==> src/rtl/mem_sched_mc.sv <==
// ---------------------------------------------------------------------------
// mem_sched_mc
//  Multi-channel DDR application-port command scheduler. It arbitrates
//  NUM_WR_CH write requesters and NUM_RD_CH read requesters onto a single
//  MIG-style app interface. Each read grant issues RD_BURST read commands.
//  Each accepted read burst records its channel in a tag FIFO, and every
//  returning read beat is labelled with the channel at the FIFO head.
//
//  Ports
//   clk, rst_n       clock (posedge) / asynchronous active-low reset
//   freeze           1 = issue nothing; scheduler state and counters hold
//   w_req, r_req     per-channel level requests
//   mem_app_rdy      controller accepts a command this cycle
//   mem_wr_rdy       controller write-data FIFO ready
//   mem_rd_rdy       read data valid from the controller
//   app_en, cmd      command valid / opcode (000 write, 001 read)
//   mem_wr           write-data enable
//   mem_rd           read beat accepted
//   wr_grant         one-hot pulse: write command accepted for a channel
//   rd_grant         one-hot pulse: last read command of a burst accepted
//   rd_addr_num      index of the read command currently being issued
//   rd_valid_num     beat index inside the current returning burst
//   rd_valid_ch      channel that owns the current returning beat
//   rd_last          last beat of a returning burst
//   rd_err           sticky: read data arrived with no burst outstanding
// ---------------------------------------------------------------------------
module mem_sched_mc #(
    parameter int NUM_WR_CH = 2,
    parameter int NUM_RD_CH = 2,
    parameter int RD_BURST  = 4,
    parameter int TAG_DEPTH = 4,
    localparam int MAX_CH   = (NUM_WR_CH > NUM_RD_CH) ? NUM_WR_CH : NUM_RD_CH,
    localparam int CHW      = (MAX_CH > 1) ? $clog2(MAX_CH) : 1,
    localparam int BW       = (RD_BURST > 1) ? $clog2(RD_BURST) : 1
) (
    input  logic                 clk,
    input  logic                 rst_n,
    input  logic                 freeze,
    input  logic [NUM_WR_CH-1:0] w_req,
    input  logic [NUM_RD_CH-1:0] r_req,
    input  logic                 mem_app_rdy,
    input  logic                 mem_wr_rdy,
    input  logic                 mem_rd_rdy,
    output logic                 app_en,
    output logic [2:0]           cmd,
    output logic                 mem_wr,
    output logic                 mem_rd,
    output logic [NUM_WR_CH-1:0] wr_grant,
    output logic [NUM_RD_CH-1:0] rd_grant,
    output logic [BW-1:0]        rd_addr_num,
    output logic [BW-1:0]        rd_valid_num,
    output logic [CHW-1:0]       rd_valid_ch,
    output logic                 rd_last,
    output logic                 rd_err
);

    localparam int AW = (TAG_DEPTH > 1) ? $clog2(TAG_DEPTH) : 1;
    localparam int CW = AW + 1;

    localparam logic [2:0]    CMD_WRITE = 3'b000;
    localparam logic [2:0]    CMD_READ  = 3'b001;
    localparam logic [BW-1:0] BEAT_LAST = BW'(RD_BURST - 1);
    localparam logic [BW-1:0] BEAT_ONE  = BW'(1'b1);
    localparam logic [AW-1:0] PTR_ONE   = AW'(1'b1);
    localparam logic [CW-1:0] CNT_ONE   = CW'(1'b1);
    localparam logic [CW-1:0] CNT_FULL  = CW'(TAG_DEPTH);

    typedef enum logic [1:0] {
        ST_IDLE   = 2'b00,
        ST_SCH_WR = 2'b01,
        ST_SCH_RD = 2'b10
    } state_t;

    typedef enum logic {
        CLS_WRITE = 1'b0,
        CLS_READ  = 1'b1
    } cls_t;

    // Round-robin search: first requesting channel starting at 'start',
    // wrapping at n. The start pointer holds (last granted channel + 1), so
    // a start of 0 after reset makes channel 0 the first winner.
    function automatic logic [CHW-1:0] rr_pick(input logic [MAX_CH-1:0] req,
                                               input logic [CHW-1:0]    start,
                                               input int                n);
        logic [CHW-1:0]    pick;
        logic              found;
        logic [MAX_CH-1:0] shifted;
        int                idx;
        pick  = start;
        found = 1'b0;
        for (int k = 0; k < MAX_CH; k++) begin
            idx = int'(start) + k;
            if (idx >= n) begin
                idx = idx - n;
            end else begin
                idx = idx;
            end
            shifted = req >> idx;
            if ((k < n) && !found && shifted[0]) begin
                pick  = CHW'(idx);
                found = 1'b1;
            end else begin
                pick  = pick;
            end
        end
        return pick;
    endfunction

    // Channel following 'ch' in a ring of n channels.
    function automatic logic [CHW-1:0] rr_next(input logic [CHW-1:0] ch,
                                               input int             n);
        int nxt;
        nxt = int'(ch) + 32'sd1;
        if (nxt >= n) begin
            nxt = 32'sd0;
        end else begin
            nxt = nxt;
        end
        return CHW'(nxt);
    endfunction

    state_t          state_q, state_d;
    cls_t            last_cls_q, last_cls_d;
    logic [CHW-1:0]  sel_ch_q, sel_ch_d;
    logic [CHW-1:0]  wr_rr_q, wr_rr_d;
    logic [CHW-1:0]  rd_rr_q, rd_rr_d;
    logic [BW-1:0]   rd_addr_num_q, rd_addr_num_d;
    logic [BW-1:0]   rd_valid_num_q, rd_valid_num_d;
    logic [CHW-1:0]  tag_mem_q [TAG_DEPTH];
    logic [CHW-1:0]  tag_mem_d [TAG_DEPTH];
    logic [AW-1:0]   tag_wp_q, tag_wp_d;
    logic [AW-1:0]   tag_rp_q, tag_rp_d;
    logic [CW-1:0]   tag_cnt_q, tag_cnt_d;
    logic            rd_err_q, rd_err_d;

    logic            tag_empty_s;
    logic            tag_full_s;
    logic            tag_push_s;
    logic            tag_pop_s;
    logic            any_wr_s;
    logic            any_rd_s;
    logic            app_en_s;
    logic [2:0]      cmd_s;
    logic            mem_wr_s;
    logic            mem_rd_s;
    logic [NUM_WR_CH-1:0] wr_grant_s;
    logic [NUM_RD_CH-1:0] rd_grant_s;

    assign tag_empty_s = (tag_cnt_q == {CW{1'b0}});
    assign tag_full_s  = (tag_cnt_q == CNT_FULL);
    assign any_wr_s    = |w_req;
    // A read may only be scheduled while there is room to record its tag.
    assign any_rd_s    = (|r_req) & ~tag_full_s;

    // Scheduler FSM: next state, arbitration and command-side outputs.
    always_comb begin
        state_d       = state_q;
        last_cls_d    = last_cls_q;
        sel_ch_d      = sel_ch_q;
        wr_rr_d       = wr_rr_q;
        rd_rr_d       = rd_rr_q;
        rd_addr_num_d = rd_addr_num_q;
        app_en_s      = 1'b0;
        cmd_s         = CMD_WRITE;
        mem_wr_s      = 1'b0;
        wr_grant_s    = {NUM_WR_CH{1'b0}};
        rd_grant_s    = {NUM_RD_CH{1'b0}};
        tag_push_s    = 1'b0;
        case (state_q)
            ST_IDLE: begin
                if (freeze) begin
                    state_d = ST_IDLE;
                end else if (any_wr_s && (!any_rd_s || (last_cls_q == CLS_READ))) begin
                    // Writes win when alone, or when both classes compete
                    // and reads were served last.
                    state_d  = ST_SCH_WR;
                    sel_ch_d = rr_pick(MAX_CH'(w_req), wr_rr_q, NUM_WR_CH);
                end else if (any_rd_s) begin
                    state_d  = ST_SCH_RD;
                    sel_ch_d = rr_pick(MAX_CH'(r_req), rd_rr_q, NUM_RD_CH);
                end else begin
                    state_d = ST_IDLE;
                end
            end
            ST_SCH_WR: begin
                app_en_s = ~freeze;
                cmd_s    = CMD_WRITE;
                if (mem_app_rdy && mem_wr_rdy && !freeze) begin
                    mem_wr_s   = 1'b1;
                    wr_grant_s = NUM_WR_CH'(1'b1) << sel_ch_q;
                    last_cls_d = CLS_WRITE;
                    wr_rr_d    = rr_next(sel_ch_q, NUM_WR_CH);
                    state_d    = ST_IDLE;
                end else begin
                    state_d = ST_SCH_WR;
                end
            end
            ST_SCH_RD: begin
                app_en_s = ~freeze;
                cmd_s    = CMD_READ;
                if (mem_app_rdy && !freeze) begin
                    if (rd_addr_num_q == BEAT_LAST) begin
                        rd_addr_num_d = {BW{1'b0}};
                        tag_push_s    = 1'b1;
                        rd_grant_s    = NUM_RD_CH'(1'b1) << sel_ch_q;
                        last_cls_d    = CLS_READ;
                        rd_rr_d       = rr_next(sel_ch_q, NUM_RD_CH);
                        state_d       = ST_IDLE;
                    end else begin
                        rd_addr_num_d = rd_addr_num_q + BEAT_ONE;
                    end
                end else begin
                    state_d = ST_SCH_RD;
                end
            end
            default: begin
                state_d = ST_IDLE;
            end
        endcase
    end

    // Read return path: beat counting, tag FIFO bookkeeping and error flag.
    always_comb begin
        mem_rd_s       = mem_rd_rdy & ~tag_empty_s;
        tag_pop_s      = 1'b0;
        rd_valid_num_d = rd_valid_num_q;
        tag_mem_d      = tag_mem_q;
        tag_wp_d       = tag_wp_q;
        tag_rp_d       = tag_rp_q;
        tag_cnt_d      = tag_cnt_q;
        rd_err_d       = rd_err_q | (mem_rd_rdy & tag_empty_s);
        if (mem_rd_s) begin
            if (rd_valid_num_q == BEAT_LAST) begin
                rd_valid_num_d = {BW{1'b0}};
                tag_pop_s      = 1'b1;
            end else begin
                rd_valid_num_d = rd_valid_num_q + BEAT_ONE;
            end
        end else begin
            rd_valid_num_d = rd_valid_num_q;
        end
        if (tag_push_s) begin
            tag_mem_d[tag_wp_q] = sel_ch_q;
            tag_wp_d            = tag_wp_q + PTR_ONE;
        end else begin
            tag_wp_d = tag_wp_q;
        end
        if (tag_pop_s) begin
            tag_rp_d = tag_rp_q + PTR_ONE;
        end else begin
            tag_rp_d = tag_rp_q;
        end
        // A simultaneous push and pop leaves occupancy unchanged.
        case ({tag_push_s, tag_pop_s})
            2'b10:   tag_cnt_d = tag_cnt_q + CNT_ONE;
            2'b01:   tag_cnt_d = tag_cnt_q - CNT_ONE;
            default: tag_cnt_d = tag_cnt_q;
        endcase
    end

    // State, counter and tag FIFO registers.
    always_ff @(posedge clk or negedge rst_n) begin
        if (!rst_n) begin
            state_q        <= ST_IDLE;
            last_cls_q     <= CLS_READ;
            sel_ch_q       <= {CHW{1'b0}};
            wr_rr_q        <= {CHW{1'b0}};
            rd_rr_q        <= {CHW{1'b0}};
            rd_addr_num_q  <= {BW{1'b0}};
            rd_valid_num_q <= {BW{1'b0}};
            tag_wp_q       <= {AW{1'b0}};
            tag_rp_q       <= {AW{1'b0}};
            tag_cnt_q      <= {CW{1'b0}};
            rd_err_q       <= 1'b0;
            for (int i = 0; i < TAG_DEPTH; i++) begin
                tag_mem_q[i] <= {CHW{1'b0}};
            end
        end else begin
            state_q        <= state_d;
            last_cls_q     <= last_cls_d;
            sel_ch_q       <= sel_ch_d;
            wr_rr_q        <= wr_rr_d;
            rd_rr_q        <= rd_rr_d;
            rd_addr_num_q  <= rd_addr_num_d;
            rd_valid_num_q <= rd_valid_num_d;
            tag_wp_q       <= tag_wp_d;
            tag_rp_q       <= tag_rp_d;
            tag_cnt_q      <= tag_cnt_d;
            rd_err_q       <= rd_err_d;
            for (int i = 0; i < TAG_DEPTH; i++) begin
                tag_mem_q[i] <= tag_mem_d[i];
            end
        end
    end

    assign app_en       = app_en_s;
    assign cmd          = cmd_s;
    assign mem_wr       = mem_wr_s;
    assign mem_rd       = mem_rd_s;
    assign wr_grant     = wr_grant_s;
    assign rd_grant     = rd_grant_s;
    assign rd_addr_num  = rd_addr_num_q;
    assign rd_valid_num = rd_valid_num_q;
    assign rd_valid_ch  = tag_mem_q[tag_rp_q];
    assign rd_last      = mem_rd_s & (rd_valid_num_q == BEAT_LAST);
    assign rd_err       = rd_err_q;

endmodule

==> config.mk <==
export PLATFORM = sky130hd
export DESIGN_NAME = mem_sched_mc
export DESIGN_NICKNAME = d
export VERILOG_FILES = /design/src/rtl/mem_sched_mc.sv
export SDC_FILE = /design/constraint.sdc
export NUM_CORES = 1
export LEC_CHECK = 0
export ABC_CLOCK_PERIOD_IN_PS = 2300
export CORE_ASPECT_RATIO = 1.1
export CORE_MARGIN = 4
export CORE_UTILIZATION = 40
export DETAILED_ROUTE_END_ITERATION = 12
export GPL_TIMING_DRIVEN = 0
export PLACE_DENSITY = 0.65
export SYNTH_ARGS = -nofsm -noshare
export SYNTH_HDL_FRONTEND = slang
export SYNTH_SLANG_ARGS = --single-unit
export TNS_END_PERCENT = 20
==> constraint.sdc <==
create_clock -name clk -period 2.3 [get_ports clk]
set_input_delay 0.575 -clock clk [delete_from_list [all_inputs] [get_ports clk]]
set_output_delay 0.575 -clock clk [all_outputs]
set_load 0.01 [all_outputs]
==> run_results.csv <==
group,metric,value,unit
outcome,status,"completed",
synthesis,synthCells,121,
cells_and_area,fillers,303,
setup_path,critPathKind,"in2out",
clock_tree,clock_path_buffers,2,
grt,globalRouteMet1Util,0.173,
synthesis,synth_top_area_frac,0.413,
pwr,comb_power_share,0.474,
worst_hold_path,holdCritPathClass,"reg2reg",
cells_and_area,fin_nets,180,
synthesis,synth_area_leaders,"dfrtp_1 41%, ha_1 11%, mux2_2 7.1%, inv_1 3.5%, nor2_1 3.2%",
worst_hold_path,whs_path_depth,1,
synthesis,synth_area_leader_cell,"dfrtp_1",
drt,drc_errors,0,
pwr,power_density,1020,mW/mm²
sta,finalCriticalPeriod,2.25,ns
synthesis,syn-mean-instance-area,10.5,µm²
sta,setup_viol,0,
setup_path,rrSetupSlack,0.16,ns
cells_and_area,fin_util,0.547,
drt,viasPerCell,4.99,
pwr,p_switching,0.613,mW
drt,antenna_left,0,
sta,clock.fmax,0.444,GHz
setup_path,rr_startpoint,"state_q[0]$_DFFE_PN0P_",
drt,first_pass_iters,2,
sta,setup_tns,0,ns
cells_and_area,antenna_cells,0,
setup_path,r2r-end,"tag_cnt_q[2]$_DFFE_PN0P_",
place,dp_hpwl,1.85,mm
drt,dr_total_vias,954,
clock_tree,root_buffer,"clkbuf_4",
pwr,pwr-share-clk,0.125,
drt,drtIter0Drc,29,
sta,drv_slew,0,
clock_tree,cts_tree,"done",
sta,finalHoldViolCount,0,
sta,rsz0062_at_grt,"yes",
setup_path,startpoint_type,"input pin",
setup_path,rr_worst_depth,11,
synthesis,synth_common_cells,"21 x dfrtp_1, 12 x inv_1, 11 x ha_1, 11 x nor2_1",
setup_path,arrival,1.68,ns
grt,grt_antenna_before_repair,0,
floorplanning,io_pins,27,
sta,slew_headroom,0.351,
pwr,seqPwrFrac,0.401,
synthesis,yosys_most_used_dff,"dfrtp_1",
drt,wl_per_cell,13.0,µm
pwr,switching_share,0.361,
synthesis,synth.most_common_cell,"dfrtp_1",
clock_tree,clkSinkCount,22,
pwr,total_power,1.70,mW
setup_path,crit_fanout,4,
floorplanning,placementRows,21,
grt,grt_max_degree,23,
cells_and_area,drive_above_1_share,0.274,
sta,finalCritPeriodShare,0.980,
setup_path,endpoint_kind,"primary output",
grt,grt_use_met2,0.228,
place,dp_slack,-0.737,ns
worst_hold_path,hp-start,"rd_err$_DFF_PN0_",
worst_hold_path,hold-path-endpoint,"rd_err$_DFF_PN0_",
synthesis,synth_seq_area_share,0.434,
grt,gr-total-overflow,0,
grt,grt_pass1_vias,942,
sta,finClkSkew,0.00112,ns
grt,grt_pass1_wl,4.23,mm
clock_tree,clkTransAtPathRegs,0.12,ns
synthesis,ys_ff_latch,22,
clock_tree,cts_hold_buf,0,
cells_and_area,regArea,552,µm²
floorplanning,die_y,67.1,µm
place,portBuffers,24,
pwr,irDropWorstVdd,0.727,mV
floorplanning,coreArea,0.00305,mm²
floorplanning,start_util,0.417,
synthesis,synth_area,0.00127,mm²
flow_run,maxCapViolations,0,
grt,top_usage_layer,"met2",
grt,gr-usage-all-layers,0.136,
place,gp_congestion,0.706,
clock_tree,cts_htree_levels,1,
pwr,p_int,1.09,mW
floorplanning,die-area,0.00414,mm²
sta,worst-slew-pin-transition,0.970,ns
sta,fin_ws,0.0455,ns
clock_tree,numCtsBuffers,3,
drt,wl,2.49,mm
synthesis,synth_cell_type_count,37,
synthesis,synth-edff-count,0,
synthesis,yosys_warnings,0,
cells_and_area,area_growth,31.2,%
setup_path,crit_required,1.73,ns
synthesis,synthArstFlopShare,1.00,
grt,grt_util_met3,0.0484,
floorplanning,die_w,61.8,µm
pwr,static-leakage-power,0.808,nW
clock_tree,clk_latency,0.30,ns
sta,whs,0.481,ns
cells_and_area,multi_input_area,687,µm²
-- cell families after synthesis --
kind of cell | synth area share
AO/OA/AOI/OAI | 0.100
XOR/XNOR | 0.0413
adder cells (fa/ha/maj) | 0.124
buffers and inverters | 0.0600
flip-flops | 0.434
multiplexers | 0.0886
other | 0.00295
AND/OR/NAND/NOR | 0.149
-- power by group through the flow --
stage,clock (mW),combinational (mW),sequential [mW]
5_1_grt,0.239,0.917,0.706
3_3_place_gp,0,0.725,0.676
6_report,0.212,0.807,0.682
4_1_cts,0.220,0.755,0.677
2_1_floorplan,0,0.480,0.668
3_5_place_dp,0,0.752,0.686
-- metrics by stage --
step	area (µm²)	instances
2_1_floorplan	1270	122
3_3_place_gp	1560	180
3_5_place_dp	1560	180
4_1_cts	1620	187
5_1_grt	1670	191
6_report	1670	191
-- registers in the layout, indices dropped and copies added, names as in the netlist --
name          flops
state_q           2
sel_ch_q          1
rd_err            1
tag_rp_q          2
rd_rr_q           1
tag_mem_q         4
wr_rr_q           1
rd_valid_num      2
tag_wp_q          2
tag_cnt_q         3
last_cls_q        1
rd_addr_num       2
-- layout by cell type, fill, tap and decap left out, types with 3 or more instances in the layout --
cell type | netlist | layout
dlygate4sd2_1 | 0 | 8
a21o_1 | 3 | 3
o21ai_0 | 4 | 4
ha_1 | 11 | 8
clkbuf_4 | 0 | 3
inv_1 | 12 | 10
nor2_1 | 11 | 9
xnor2_1 | 3 | 3
clkdlybuf4s50_1 | 0 | 13
dfrtp_1 | 21 | 21
xor2_1 | 3 | 3
nand2_1 | 8 | 8
buf_4 | 3 | 10
mux2_2 | 8 | 8
-- final cells by class --
type / instances / area share
repair buffers: 31 / 0.161
clock buffers: 4 / 0.0218
inverters: 12 / 0.0270
plain buffers: 5 / 0.0225
multi-input cells: 83 / 0.412
flip-flops and latches: 22 / 0.331
well taps: 34 / 0.0255
-- worst max-delay path, stage by stage --
cell and delay (ns):
clkdlybuf4s50_1 0.49, o31a_2 0.18, and2_4 0.17, dlygate4sd2_1 0.26
-- layer usage --
layer	part of all wire	vias up
met5	0	-
met4	0.010	0
met2	0.50	22
met3	0.058	4
li1	-	474
met1	0.43	454
-- how the worst max path moves through the flow --
stage                                 from                        to  slack, ns  cells after the start
CTS                 state_q[0]$_DFFE_PN0P_                    cmd[0]       0.01                      4
global placement               mem_app_rdy               rd_grant[0]      -0.73                      7
detailed placement             mem_app_rdy               rd_grant[0]      -0.74                      7
finish                          mem_rd_rdy                   rd_last       0.05                      4
floorplan                      mem_app_rdy  tag_cnt_q[2]$_DFFE_PN0P_       0.12                     10
global route                    mem_rd_rdy  tag_cnt_q[2]$_DFFE_PN0P_      -0.02                      9
-- timing repair --
action / 4_1_cts / 5_1_grt
cloned: 0 / 0
setup buffers: 3 / 4
pin swaps: 0 / 1
setup endpoints to repair: 12 / 6
resized for setup: 24 / 9
Note: power is estimated with default switching activity, not from simulation.
